### src/rtl/pixel_stream_loader_if.sv
// pixel_stream_loader_if: byte stream in, pixel writes out, between feeder and panel driver
interface pixel_stream_loader_if;
  logic [7:0] in_data;
  logic in_valid;
  logic in_sof;
  logic in_ready;
  logic best_write_time;
  logic [9:0] write_address;
  logic [23:0] write_color;
  logic write_enable;
  logic frame_done;
  logic sync_error;
  modport master (
    output in_data, in_valid, in_sof, best_write_time,
    input in_ready, write_address, write_color, write_enable, frame_done, sync_error
  );
  modport slave (
    input in_data, in_valid, in_sof, best_write_time,
    output in_ready, write_address, write_color, write_enable, frame_done, sync_error
  );
endinterface

### src/rtl/pixel_stream_loader.sv
// pixel_stream_loader: assembles R,G,B bytes into pixel writes at sequential frame addresses
module pixel_stream_loader #(
  parameter int SYNC_MODE = 1,
  parameter int FRAME_PIXELS = 1024
) (
  input logic clk,
  input logic reset,
  pixel_stream_loader_if.slave bus
);
  typedef enum logic [2:0] {WAIT_SYNC, BYTE_R, BYTE_G, BYTE_B, WRITE} state_t;
  localparam logic [9:0] LAST = 10'(FRAME_PIXELS - 1);
  state_t state, state_n;
  logic [9:0] count;
  logic [7:0] r, g;
  logic sync_q, xfer, sof_x, last, ready_n, we_n, err_n;
  assign xfer = bus.in_valid & bus.in_ready;
  assign sof_x = xfer & bus.in_sof;
  assign last = count == LAST;
  // next state: a sof byte always restarts the pixel as its R byte
  always_comb begin
    state_n = state;
    case (state)
      WAIT_SYNC: state_n = (SYNC_MODE == 0 || sync_q) ? BYTE_R : WAIT_SYNC;
      BYTE_R: state_n = xfer ? BYTE_G : BYTE_R;
      BYTE_G: state_n = sof_x ? BYTE_G : xfer ? BYTE_B : BYTE_G;
      BYTE_B: state_n = sof_x ? BYTE_G : xfer ? WRITE : BYTE_B;
      WRITE: state_n = last ? WAIT_SYNC : BYTE_R;
      default: state_n = WAIT_SYNC;
    endcase
  end
  // next values of the registered outputs; ready follows the next state so it lines up with it
  always_comb begin
    ready_n = state_n inside {BYTE_R, BYTE_G, BYTE_B};
    we_n = xfer & ~bus.in_sof & (state == BYTE_B);
    err_n = sof_x & ~(state == BYTE_R && count == '0);
  end
  // state, datapath and output registers; sync pulse only counts while waiting for it
  always_ff @(posedge clk) begin
    if (reset) begin
      state <= WAIT_SYNC;
      sync_q <= 1'b0;
      count <= '0;
      r <= '0;
      g <= '0;
      bus.in_ready <= 1'b0;
      bus.write_enable <= 1'b0;
      bus.write_address <= '0;
      bus.write_color <= '0;
      bus.frame_done <= 1'b0;
      bus.sync_error <= 1'b0;
    end else begin
      state <= state_n;
      sync_q <= bus.best_write_time & (state == WAIT_SYNC);
      bus.in_ready <= ready_n;
      bus.write_enable <= we_n;
      bus.frame_done <= we_n & last;
      bus.sync_error <= err_n;
      if (we_n) begin
        bus.write_address <= count;
        bus.write_color <= {bus.in_data, g, r};
      end
      if (xfer && (bus.in_sof || state == BYTE_R)) r <= bus.in_data;
      if (xfer && !bus.in_sof && state == BYTE_G) g <= bus.in_data;
      if (sof_x) count <= '0;
      else if (state == WRITE) count <= last ? '0 : count + 10'd1;
    end
  end
endmodule
### src/flat_wrapper.sv
// flat-port wrapper written by rule: the top's interface ports become plain ports
module pixel_stream_loader_flat 
#(
  parameter int SYNC_MODE = 1,
  parameter int FRAME_PIXELS = 1024
)
  (clk, reset, bus_in_data, bus_in_valid, bus_in_sof, bus_best_write_time, bus_in_ready, bus_write_address, bus_write_color, bus_write_enable, bus_frame_done, bus_sync_error);
  pixel_stream_loader_if bus_i ();
  input logic clk;
  input logic reset;
  input wire logic [$bits(bus_i.in_data)-1:0] bus_in_data;
  input wire logic [$bits(bus_i.in_valid)-1:0] bus_in_valid;
  input wire logic [$bits(bus_i.in_sof)-1:0] bus_in_sof;
  input wire logic [$bits(bus_i.best_write_time)-1:0] bus_best_write_time;
  output wire logic [$bits(bus_i.in_ready)-1:0] bus_in_ready;
  output wire logic [$bits(bus_i.write_address)-1:0] bus_write_address;
  output wire logic [$bits(bus_i.write_color)-1:0] bus_write_color;
  output wire logic [$bits(bus_i.write_enable)-1:0] bus_write_enable;
  output wire logic [$bits(bus_i.frame_done)-1:0] bus_frame_done;
  output wire logic [$bits(bus_i.sync_error)-1:0] bus_sync_error;
  assign bus_i.in_data = bus_in_data;
  assign bus_i.in_valid = bus_in_valid;
  assign bus_i.in_sof = bus_in_sof;
  assign bus_i.best_write_time = bus_best_write_time;
  assign bus_in_ready = bus_i.in_ready;
  assign bus_write_address = bus_i.write_address;
  assign bus_write_color = bus_i.write_color;
  assign bus_write_enable = bus_i.write_enable;
  assign bus_frame_done = bus_i.frame_done;
  assign bus_sync_error = bus_i.sync_error;
  pixel_stream_loader #(.SYNC_MODE(SYNC_MODE), .FRAME_PIXELS(FRAME_PIXELS)) u_core (.clk(clk), .reset(reset), .bus(bus_i));
endmodule
### config.mk
export PLATFORM = sky130hd
export DESIGN_NAME = pixel_stream_loader_flat
export DESIGN_NICKNAME = d
export VERILOG_FILES = /design/src/rtl/pixel_stream_loader_if.sv /design/src/rtl/pixel_stream_loader.sv /design/src/flat_wrapper.sv
export SDC_FILE = /design/constraint.sdc
export NUM_CORES = 1
export LEC_CHECK = 0
export ABC_AREA = 1
export BUFFER_PORTS_ARGS = -buffer_cell sky130_fd_sc_hd__buf_2
export CAP_MARGIN = 20
export CORE_MARGIN = 2
export CORE_UTILIZATION = 54
export CTS_CLUSTER_SIZE = 16
export DETAILED_ROUTE_END_ITERATION = 10
export PLACE_DENSITY = 0.87
export SLEW_MARGIN = 20
export SYNTH_ARGS = -nofsm -noshare
export SYNTH_HDL_FRONTEND = slang
export SYNTH_SLANG_ARGS = --single-unit
export TNS_END_PERCENT = 10
### constraint.sdc
create_clock -name clk -period 1.69 [get_ports clk]
set_input_delay 0.338 -clock clk [delete_from_list [all_inputs] [get_ports clk]]
set_output_delay 0.338 -clock clk [all_outputs]
set_load 0.02 [all_outputs]
==> summary.txt, run 1 <==
Run status
  • Outcome: complete, no violations

Critical path
  • Crit path cell chain: ha_1, nand3_1, clkinv_1, a21oi_1, o21ai_0, a21oi_1
  • CP most frequent cell: a21oi_1
  • Crit path capture: u_core.count[7]
  • R2R setup slack: 0.24 ns
  • Startpoint Class: flip-flop
  • Crit path arrival time: 1.72 ns
  • Worst path slowest cell: dfxtp_1
  • Crit path max fanout: 5
  • Slowest stage delay, CP: 0.35 ns
  • Worst R2R End: u_core.count[7]
  • R2R depth: 6
  • Critical path class: reg -> reg
  • Worst Path Required: 1.96 ns
  • Crit end category: flip-flop
  • Crit path from: u_core.count[1]
  • Worst R2R Start: u_core.count[1]

Synth
  • Area leader, netlist: dfxtp_1
  • Post-Syn Area: 2584 um^2
  • Yosys cell types: 26
  • Most frequent cells after synthesis: 103 x nor2_1, 68 x dfxtp_1, 32 x o21ai_1
  • Synthesis Warnings: 0
  • Number of flops mapped to enable cells by yosys: 0
  • Synth top area share: 52.69%
  • FF+latch count, synth: 68
  • Synth top area cells: dfxtp_1 53%, nor2_1 15%, o21ai_1 6.2%
  • Async set-reset flop share out of synthesis: 0%
  • Syn Inst Count: 338
  • Synth Net Count: 353
  • Most common cell in the netlist: nor2_1
  • Sequential cell area fraction in the yosys report: 52.69%
  • Synth Flop Type: dfxtp_1
  • Mean post-synth cell area: 7.644 um^2

Placed design
  • Area post-placement: 2872 um^2
  • PortBufs: 50
  • Detailed placer's ending HPWL: 3914 um
  • Final Wtd Congestion: 0.9254
  • DP Worst Slack: 0.2828 ns

CTS
  • Clock Sinks: 68
  • Post-CTS setup buffers: 0
  • Reg clk slew, reported paths: 0.07 ns
  • H-tree Lvls: 3
  • PostCTS Resize Cnt: 0
  • Clock Latency Late Sink: 0.34 ns
  • CTS max path bufs: 2
  • TritonCTS Buffers: 9
  • CTS Hold Buffers Added: 0
  • CTS tree: yes
  • Root buf cell: clkbuf_8

Floorplan
  • CORE AREA: 4661 um^2
  • Die Y: 73.17 um
  • Total die area: 5354 um^2
  • Initial core utilization: 55.44%
  • Die width: 73.17 um
  • # rows: 25
  • # IOs: 51

Timing
  • RSZ-0062 raised after global routing: false
  • Crit path time final: 1.453 ns
  • Fin Setup TNS: 0 ns
  • Normalized max-slew margin: 69.79%
  • Worst hold slack: 0.2252 ns
  • Worst slew pin tran: 0.4524 ns
  • Worst setup margin: 0.2367 ns
  • Final Max Tran Viols: 0
  • Fmax achieved: 0.6881 GHz
  • Hold Fails Final Rpt: 0
  • Clock Skew: 0.005223 ns
  • Final setup fails: 0
  • Crit share post-route: 85.99%

GRT
  • GR met3 Demand/Resource: 7.182%
  • Met2 global-route usage: 39.34%
  • Total GRT Usage: 23.43%
  • Largest net degree at the start of global routing: 38
  • Initial antenna violation count: 0
  • Overflow after GRT: 0
  • First-pass GRT wire length: 9528 um
  • GRT busiest layer: met2
  • Number of global-route vias before repair: 2301
  • Met1 global-route usage: 26.46%

Detailed routing
  • TritonRoute pass-1 iters: 5
  • Iter 0 DRT Violations: 194
  • Vias/cell: 5.153
  • Final ANT Viol Nets: 0
  • Final wirelength: 5627 um
  • WL/cell: 12.50 um
  • Total vias in the final route: 2319
  • DRC: 0

Hold path
  • Worst Hold Class: in -> reg

Finish
  • Fin nets: 406
  • Area Overhead vs Synth: 18.89%
  • Antenna cells: 0
  • Share of cells above drive strength 1: 20.96%
  • Design area: 3072 um^2

Flow run
  • # Max-Cap Violations: 0

Power
  • PD cells: 994.3 nW/um^2
  • LEAKAGE: 0.001482 uW
  • Peak VDD IR: 594.7 uV
-- power by group --
part           switching [uW]  leakage (uW)  internal, uW  total [uW]
Sequential               9.65      0.000549          1620        1630
Clock                     627     0.0000958           687        1310
Combinational            74.9      0.000838          35.4         110
Total                     712       0.00148          2340        3050
-- state kept, by name, indices dropped and copies added, names as in the netlist --
name,count
u_core.g,8
u_core.bus.write_enable,1
u_core.r,8
u_core.bus.write_color,24
u_core.bus.sync_error,1
u_core.sync_q,1
u_core.bus.frame_done,1
u_core.state,3
u_core.bus.in_ready,1
u_core.bus.write_address,10
u_core.count,10
-- layer usage --
layer / share of wire [%] / wire length (um) / vias to the layer above
met3: 5.8 / 327 / 12
met1: 43 / 2409 / 1036
met2: 49 / 2777 / 74
met5: 0 / 0 / -
met4: 2.0 / 113 / 0
li1: - / - / 1197
-- logic make-up (layout without fill, tap and decap cells) --
group                      after synthesis  after routing  synth area share (%)
buffers and inverters                   36             94                 5.811
adders and majority gates                2              2                0.9684
AOI/OAI and AO/OA                       72             72                 14.24
xor gates and xnor gates                 2              2                0.6781
and+or+nand+nor                        158            158                 25.62
DFF                                     68             68                 52.69
-- layout by cell type, fill, tap and decap left out, types with 2 or more instances in the layout --
| cell | instances |
|---|---|
| nor3_2 | 2 |
| o21ai_1 | 32 |
| xor2_1 | 2 |
| buf_4 | 4 |
| inv_1 | 18 |
| nor3_1 | 3 |
| clkbuf_8 | 9 |
| nand4_1 | 2 |
| clkinvlp_4 | 2 |
| nand3_1 | 14 |
| ha_1 | 2 |
| o21ai_0 | 22 |
| dfxtp_1 | 68 |
| nor2_4 | 2 |
| nand2_1 | 28 |
| a21oi_1 | 15 |
| clkinv_4 | 2 |
| buf_2 | 50 |
| inv_2 | 5 |
| nor2_1 | 103 |
-- per-stage QoR --
step / util, % / cells / total power, uW
after global placement: 61.61 / 434 / 1773
after detailed placement: 61.61 / 434 / 1774
after CTS: 65.91 / 450 / 3077
final: 65.91 / 450 / 3054
after global routing: 65.91 / 450 / 3152
after floorplan: - / 338 / 1732
-- worst min path at each step --
| stage | start | to | slack [ns] | cells after the start |
|---|---|---|---|---|
| 2_1_floorplan | u_core.r[0] | u_core.bus.write_color[0] | 0.45 | 2 |
| 3_3_place_gp | u_core.r[5] | u_core.bus.write_color[5] | 0.46 | 2 |
| 3_5_place_dp | u_core.r[2] | u_core.bus.write_color[2] | 0.47 | 2 |
| 4_1_cts | bus_best_write_time | u_core.sync_q | 0.21 | 3 |
| 5_1_grt | bus_best_write_time | u_core.sync_q | 0.24 | 3 |
| 6_report | bus_best_write_time | u_core.sync_q | 0.23 | 3 |
-- layout make-up --
type,instances,area [um^2]
clock buffer,9,123.9
clock inverter,7,76.32
fill,377,1589
inverter,24,90.09
multi-input combinational,234,1072
sequential,68,1361
tap,54,67.56
timing repair buffer,54,280.3
-- critical path: cells and delay by family, from the launching register on --
family / cells / cell delay (ns)
compound gates: 3 / 0.55
fa+ha+maj: 1 / 0.22
simple gates: 1 / 0.15
flops: 1 / 0.35
buf+inv: 1 / 0.12
Note: power is estimated with default switching activity, not from simulation.
==> run 2, diff against run 1 <==
- CORE_UTILIZATION: 54 -> 56
- PLACE_DENSITY: 0.87 -> 0.9
- clock period: 1.69 -> 1.9 ns (I/O delays scaled with it)
==> summary.txt, run 2 (same netlist as run 1, synthesis figures left out) <==
Placed design
  • DP Worst Slack: 0.3988 ns (+0.1160 ns)
  • Final Wtd Congestion: 0.9244 (-0.11%)
  • Detailed placer's ending HPWL: 3872 um (-1.1%)
  • PortBufs: 50 (unchanged)

Critical path
  • Crit path arrival time: 1.73 ns (about the same)
  • Crit path max fanout: 5 (unchanged)
  • Worst Path Required: 2.18 ns (+0.22 ns)
  • Critical path class: reg -> reg
  • Startpoint Class: flip-flop
  • Crit end category: flip-flop

Timing
  • Crit path time final: 1.456 ns (+0.002387 ns)
  • Normalized max-slew margin: 68.15% (-1.6 points)
  • Hold Fails Final Rpt: 0 (unchanged)
  • Worst setup margin: 0.4443 ns (+0.2076 ns)
  • Final Max Tran Viols: 0 (unchanged)
  • Fin Setup TNS: 0 ns (unchanged)
  • Worst slew pin tran: 0.4770 ns (+0.02460 ns)
  • Fmax achieved: 0.6870 GHz (-0.16%)
  • Final setup fails: 0 (unchanged)
  • RSZ-0062 raised after global routing: false
  • Clock Skew: 0.008286 ns (+0.003063 ns)
  • Crit share post-route: 76.62% (-9.4 points)

CTS
  • PostCTS Resize Cnt: 0 (unchanged)
  • Post-CTS setup buffers: 0 (unchanged)
  • TritonCTS Buffers: 9 (unchanged)
  • H-tree Lvls: 3 (unchanged)
  • CTS tree: yes
  • Clock Latency Late Sink: 0.35 ns (about the same)
  • Clock Sinks: 68 (unchanged)
  • CTS max path bufs: 2 (unchanged)
  • Reg clk slew, reported paths: 0.07 ns (about the same)
  • Root buf cell: clkbuf_8
  • CTS Hold Buffers Added: 0 (unchanged)

GRT
  • Largest net degree at the start of global routing: 52 (+37%)
  • Number of global-route vias before repair: 2217 (-3.7%)
  • Initial antenna violation count: 0 (unchanged)
  • Total GRT Usage: 24.59% (+1.2 points)
  • Overflow after GRT: 0 (unchanged)
  • First-pass GRT wire length: 9887 um (+3.8%)

Floorplan
  • Total die area: 5173 um^2 (-3.4%)
  • # IOs: 51 (unchanged)
  • Die Y: 71.93 um (-1.7%)
  • # rows: 24 (-4.0%)
  • Die width: 71.93 um (-1.7%)
  • Initial core utilization: 58.53% (+3.1 points)
  • CORE AREA: 4414 um^2 (-5.3%)

Power
  • Peak VDD IR: 699.9 uV (+18%)
  • PD cells: 926.9 nW/um^2 (-6.8%)
  • LEAKAGE: 0.001488 uW (+0.40%)

Detailed routing
  • Vias/cell: 5.298 (+2.8%)
  • Iter 0 DRT Violations: 208 (+7.2%)
  • Final ANT Viol Nets: 0 (unchanged)
  • WL/cell: 12.95 um (+3.6%)
  • DRC: 0 (unchanged)
  • Final wirelength: 5789 um (+2.9%)
  • TritonRoute pass-1 iters: 5 (unchanged)
  • Total vias in the final route: 2368 (+2.1%)

Finish
  • Share of cells above drive strength 1: 20.25% (-0.71 points)
  • Most frequent cells in the layout: 103 x nor2_1, 68 x dfxtp_1, 50 x buf_2, 32 x o21ai_1, 28 x nand2_1
  • Biggest regs: u_core.bus.write_color: 24 flops, u_core.bus.write_address: 10 flops, u_core.count: 10 flops
  • Largest Register: u_core.bus.write_color
  • Commonest non-fill, non-tap cell in the layout: nor2_1
  • Fin nets: 405 (-0.25%)
  • Area Overhead vs Synth: 19.18%
  • Antenna cells: 0 (unchanged)
  • Max FFs per register: 24 (unchanged)
  • Filler cell count: 356 (-5.6%)

Run status
  • Outcome: complete, no violations

Hold path
  • Worst Hold Class: in -> reg

Flow run
  • # Max-Cap Violations: 0 (unchanged)
run 2: worst paths after layout:
| check | slack (ns) | start | end | cells after the start |
|---|---|---|---|---|
| worst max register to register | 0.44 | u_core.count[1] | u_core.count[7] | 6 |
| worst max-delay path | 0.44 | u_core.count[1] | u_core.count[7] | 6 |
| worst min register to register | 0.49 | u_core.r[1] | u_core.bus.write_color[1] | 2 |
| worst min-delay path | 0.26 | bus_best_write_time | u_core.sync_q | 3 |
run 2: per-layer routing:
metal	share of wire [%]	wire [um]	global-route usage [%]	vias up
met3	5.6	326	8.472	8
met1	44	2521	30.00	1092
met2	50	2882	41.46	75
met4	0.98	57	6.918	0
met5	0	0	0	-
li1	-	-	-	1193
run 2: area by class of cell:
class                      count  area [um^2]  area share, %
timing repair buffer          53        272.8          8.858
sequential                    68         1361          44.21
inverter                      24        90.09          2.926
clock inverter                 4        72.57          2.357
clock buffer                  12        145.1          4.714
tap                           52        65.06          2.113
multi-input combinational    234         1072          34.82
run 2: where the power goes:
group / leakage, uW / total (uW) / switching, uW / internal (uW)
clock: 0.000107 / 1310 / 534 / 774
combinational: 0.000833 / 96.2 / 66.2 / 30.0
sequential: 0.000549 / 1450 / 8.69 / 1440
run 2: worst max-delay path: stages, from the launching register on:
cell and delay [ns]:
dfxtp_1 0.36, ha_1 0.22, nand3_1 0.15, clkinv_1 0.13
a21oi_1 0.26, o21ai_0 0.13, a21oi_1 0.14
run 2: per-stage QoR:
step	total power (uW)	area [um^2]	hold WS [ns]	std cells	utilization, %
5_1_grt	2951	3079	0.2591	447	69.76
6_report	2854	3079	0.2629	447	69.76
2_1_floorplan	1541	2584	0.4496	338	-
3_5_place_dp	1577	2861	0.4693	431	64.82
4_1_cts	2871	3079	0.2509	447	69.76
3_3_place_gp	1575	2861	0.4626	431	64.82
==> run 3, diff against run 2 <==
- CORE_UTILIZATION: 56 -> 54
- PLACE_DENSITY: 0.9 -> 0.87
- clock period: 1.9 -> 1.55 ns (I/O delays scaled with it)
==> summary.txt, run 3 (same netlist as run 1, synthesis figures left out) <==
Finish
  • Design area: 3087 um^2 (+0.24%)
  • Most frequent cells in the layout: 103 x nor2_1, 68 x dfxtp_1, 50 x buf_2, 32 x o21ai_1, 28 x nand2_1
  • Fin nets: 407 (+0.49%)
  • Area Overhead vs Synth: 19.47%
  • Commonest non-fill, non-tap cell in the layout: nor2_1
  • Share of cells above drive strength 1: 21.41% (+1.2 points)
  • Biggest regs: u_core.bus.write_color: 24 flops, u_core.bus.write_address: 10 flops, u_core.count: 10 flops
  • Antenna cells: 0 (unchanged)
  • Largest Register: u_core.bus.write_color
  • Max FFs per register: 24 (unchanged)
  • Finished Layout Cells: 451 (+0.89%)

Timing
  • Fmax achieved: 0.7107 GHz (+3.5%)
  • Worst hold slack: 0.1894 ns (-0.07342 ns)
  • Final setup fails: 0 (unchanged)
  • Crit path time final: 1.407 ns (-0.04861 ns)
  • Fin Setup TNS: 0 ns (unchanged)
  • Normalized max-slew margin: 68.47% (+0.32 points)
  • Worst slew pin tran: 0.4722 ns (-0.004848 ns)
  • Final Max Tran Viols: 0 (unchanged)
  • Clock Skew: 0.006366 ns (-0.001920 ns)
  • Crit share post-route: 90.78% (+14 points)
  • RSZ-0062 raised after global routing: false
  • Hold Fails Final Rpt: 0 (unchanged)

Flow run
  • # Max-Cap Violations: 0 (unchanged)

GRT
  • Initial antenna violation count: 0 (unchanged)
  • Number of global-route vias before repair: 2175 (-1.9%)
  • First-pass GRT wire length: 9625 um (-2.6%)
  • Overflow after GRT: 0 (unchanged)
  • Total GRT Usage: 23.28% (-1.3 points)
  • Largest net degree at the start of global routing: 52 (unchanged)

CTS
  • H-tree Lvls: 3 (unchanged)
  • Reg clk slew, reported paths: 0.08 ns (about the same)
  • TritonCTS Buffers: 9 (unchanged)
  • Clock Latency Late Sink: 0.34 ns (about the same)
  • Root buf cell: clkbuf_8
  • CTS max path bufs: 2 (unchanged)
  • CTS tree: yes
  • CTS Hold Buffers Added: 0 (unchanged)
  • Clock Sinks: 68 (unchanged)

Floorplan
  • CORE AREA: 4661 um^2 (+5.6%)
  • Initial core utilization: 55.44% (-3.1 points)
  • Die Y: 73.17 um (+1.7%)
  • Die width: 73.17 um (+1.7%)
  • # IOs: 51 (unchanged)
  • # rows: 25 (+4.2%)
  • Total die area: 5354 um^2 (+3.5%)

Placed design
  • Final Wtd Congestion: 0.9581 (+3.6%)
  • Detailed placer's ending HPWL: 4035 um (+4.2%)
  • Placed Cells: 435 (+0.93%)
  • Area post-placement: 2892 um^2 (+1.0%)
  • PortBufs: 50 (unchanged)

Critical path
  • Worst Path Required: 1.83 ns (-0.35 ns)
  • R2R depth: 5 (-1)
  • Crit path from: u_core.count[1]
  • Crit path arrival time: 1.69 ns (-0.04 ns)
  • Startpoint Class: flip-flop
  • Worst R2R End: u_core.count[8]
  • R2R setup slack: 0.14 ns (-0.30 ns)
  • Worst R2R Start: u_core.count[1]
  • Critical path class: reg -> reg
  • Crit path capture: u_core.count[8]
  • Crit end category: flip-flop
  • Crit path max fanout: 5 (unchanged)

Detailed routing
  • DRC: 0 (unchanged)
  • Vias/cell: 5.275 (-0.43%)
  • Final wirelength: 5805 um (+0.28%)
  • Final ANT Viol Nets: 0 (unchanged)
  • Iter 0 DRT Violations: 161 (-23%)
  • TritonRoute pass-1 iters: 4 (-1)
  • Total vias in the final route: 2379 (+0.46%)
  • WL/cell: 12.87 um (-0.61%)

Power
  • PD cells: 1072 nW/um^2 (+16%)
  • LEAKAGE: 0.001487 uW (about the same)
  • Total power: 3308 uW (+16%)
  • Peak VDD IR: 940.3 uV (+34%)

Run status
  • Outcome: complete, no violations

Hold path
  • Worst Hold Class: in -> reg
  • Worst Hold Depth: 3 (unchanged)
  • Hold Crit Start: bus_best_write_time
-- run 3: cell types whose count changed in the layout (fill, tap and decap cells not counted), sizes merged --
cell,previous run,this run
buf,53,55
bufinv,2,1
clkinvlp,1,3
clkinv,2,4
clkbuf,12,9
-- run 3: timing repair --
| action | in CTS | in global routing |
|---|---|---|
| buffers inserted | 0 | 0 |
| endpoints found under the setup margin | 0 | 1 |
| gates resized for setup | 0 | 1 |
-- run 3: cell type report --
| cell class | instances | area, um^2 |
|---|---|---|
| sequential | 68 | 1361 |
| multi-input combinational | 234 | 1076 |
| inverter | 24 | 90.09 |
| clock buffer | 9 | 123.9 |
| tap | 54 | 67.56 |
| timing repair buffer | 55 | 300.3 |
| fill | 389 | 1574 |
| clock inverter | 7 | 67.56 |
-- run 3: report_power, final --
group	internal [uW]	leakage (uW)	switching, uW
clock	733	0.0000910	673
combinational	42.5	0.000847	82.5
sequential	1770	0.000549	11.1
-- run 3: worst min path at each step --
stage | endpoint | slack (ns)
global route | u_core.sync_q | 0.20
finish | u_core.sync_q | 0.19
CTS | u_core.sync_q | 0.18
floorplan | u_core.sync_q | 0.43
global placement | u_core.bus.write_color[5] | 0.46
detailed placement | u_core.bus.write_color[9] | 0.47
-- run 3: through the flow --
stage	worst slack, ns	utilization (%)
after global placement	0.2149	62.04
final	0.1429	66.23
after global routing	0.02265	66.23
after CTS	0.1545	66.15
after detailed placement	0.1686	62.04
after floorplan	0.1792	-
-- run 3: metal layers --
layer	vias up	routed length (um)	global-route usage, %
met3	17	335	4.282
met4	0	150	12.14
met5	-	0	0
met2	80	2747	36.54
li1	1199	-	-
met1	1083	2572	30.50
-- run 3: critical path: stages (launching register included) --
cell and delay [ns]:
dfxtp_1 0.41, ha_1 0.20, nand3_1 0.16, nor3_2 0.31, nand3_1 0.11, a21oi_1 0.16
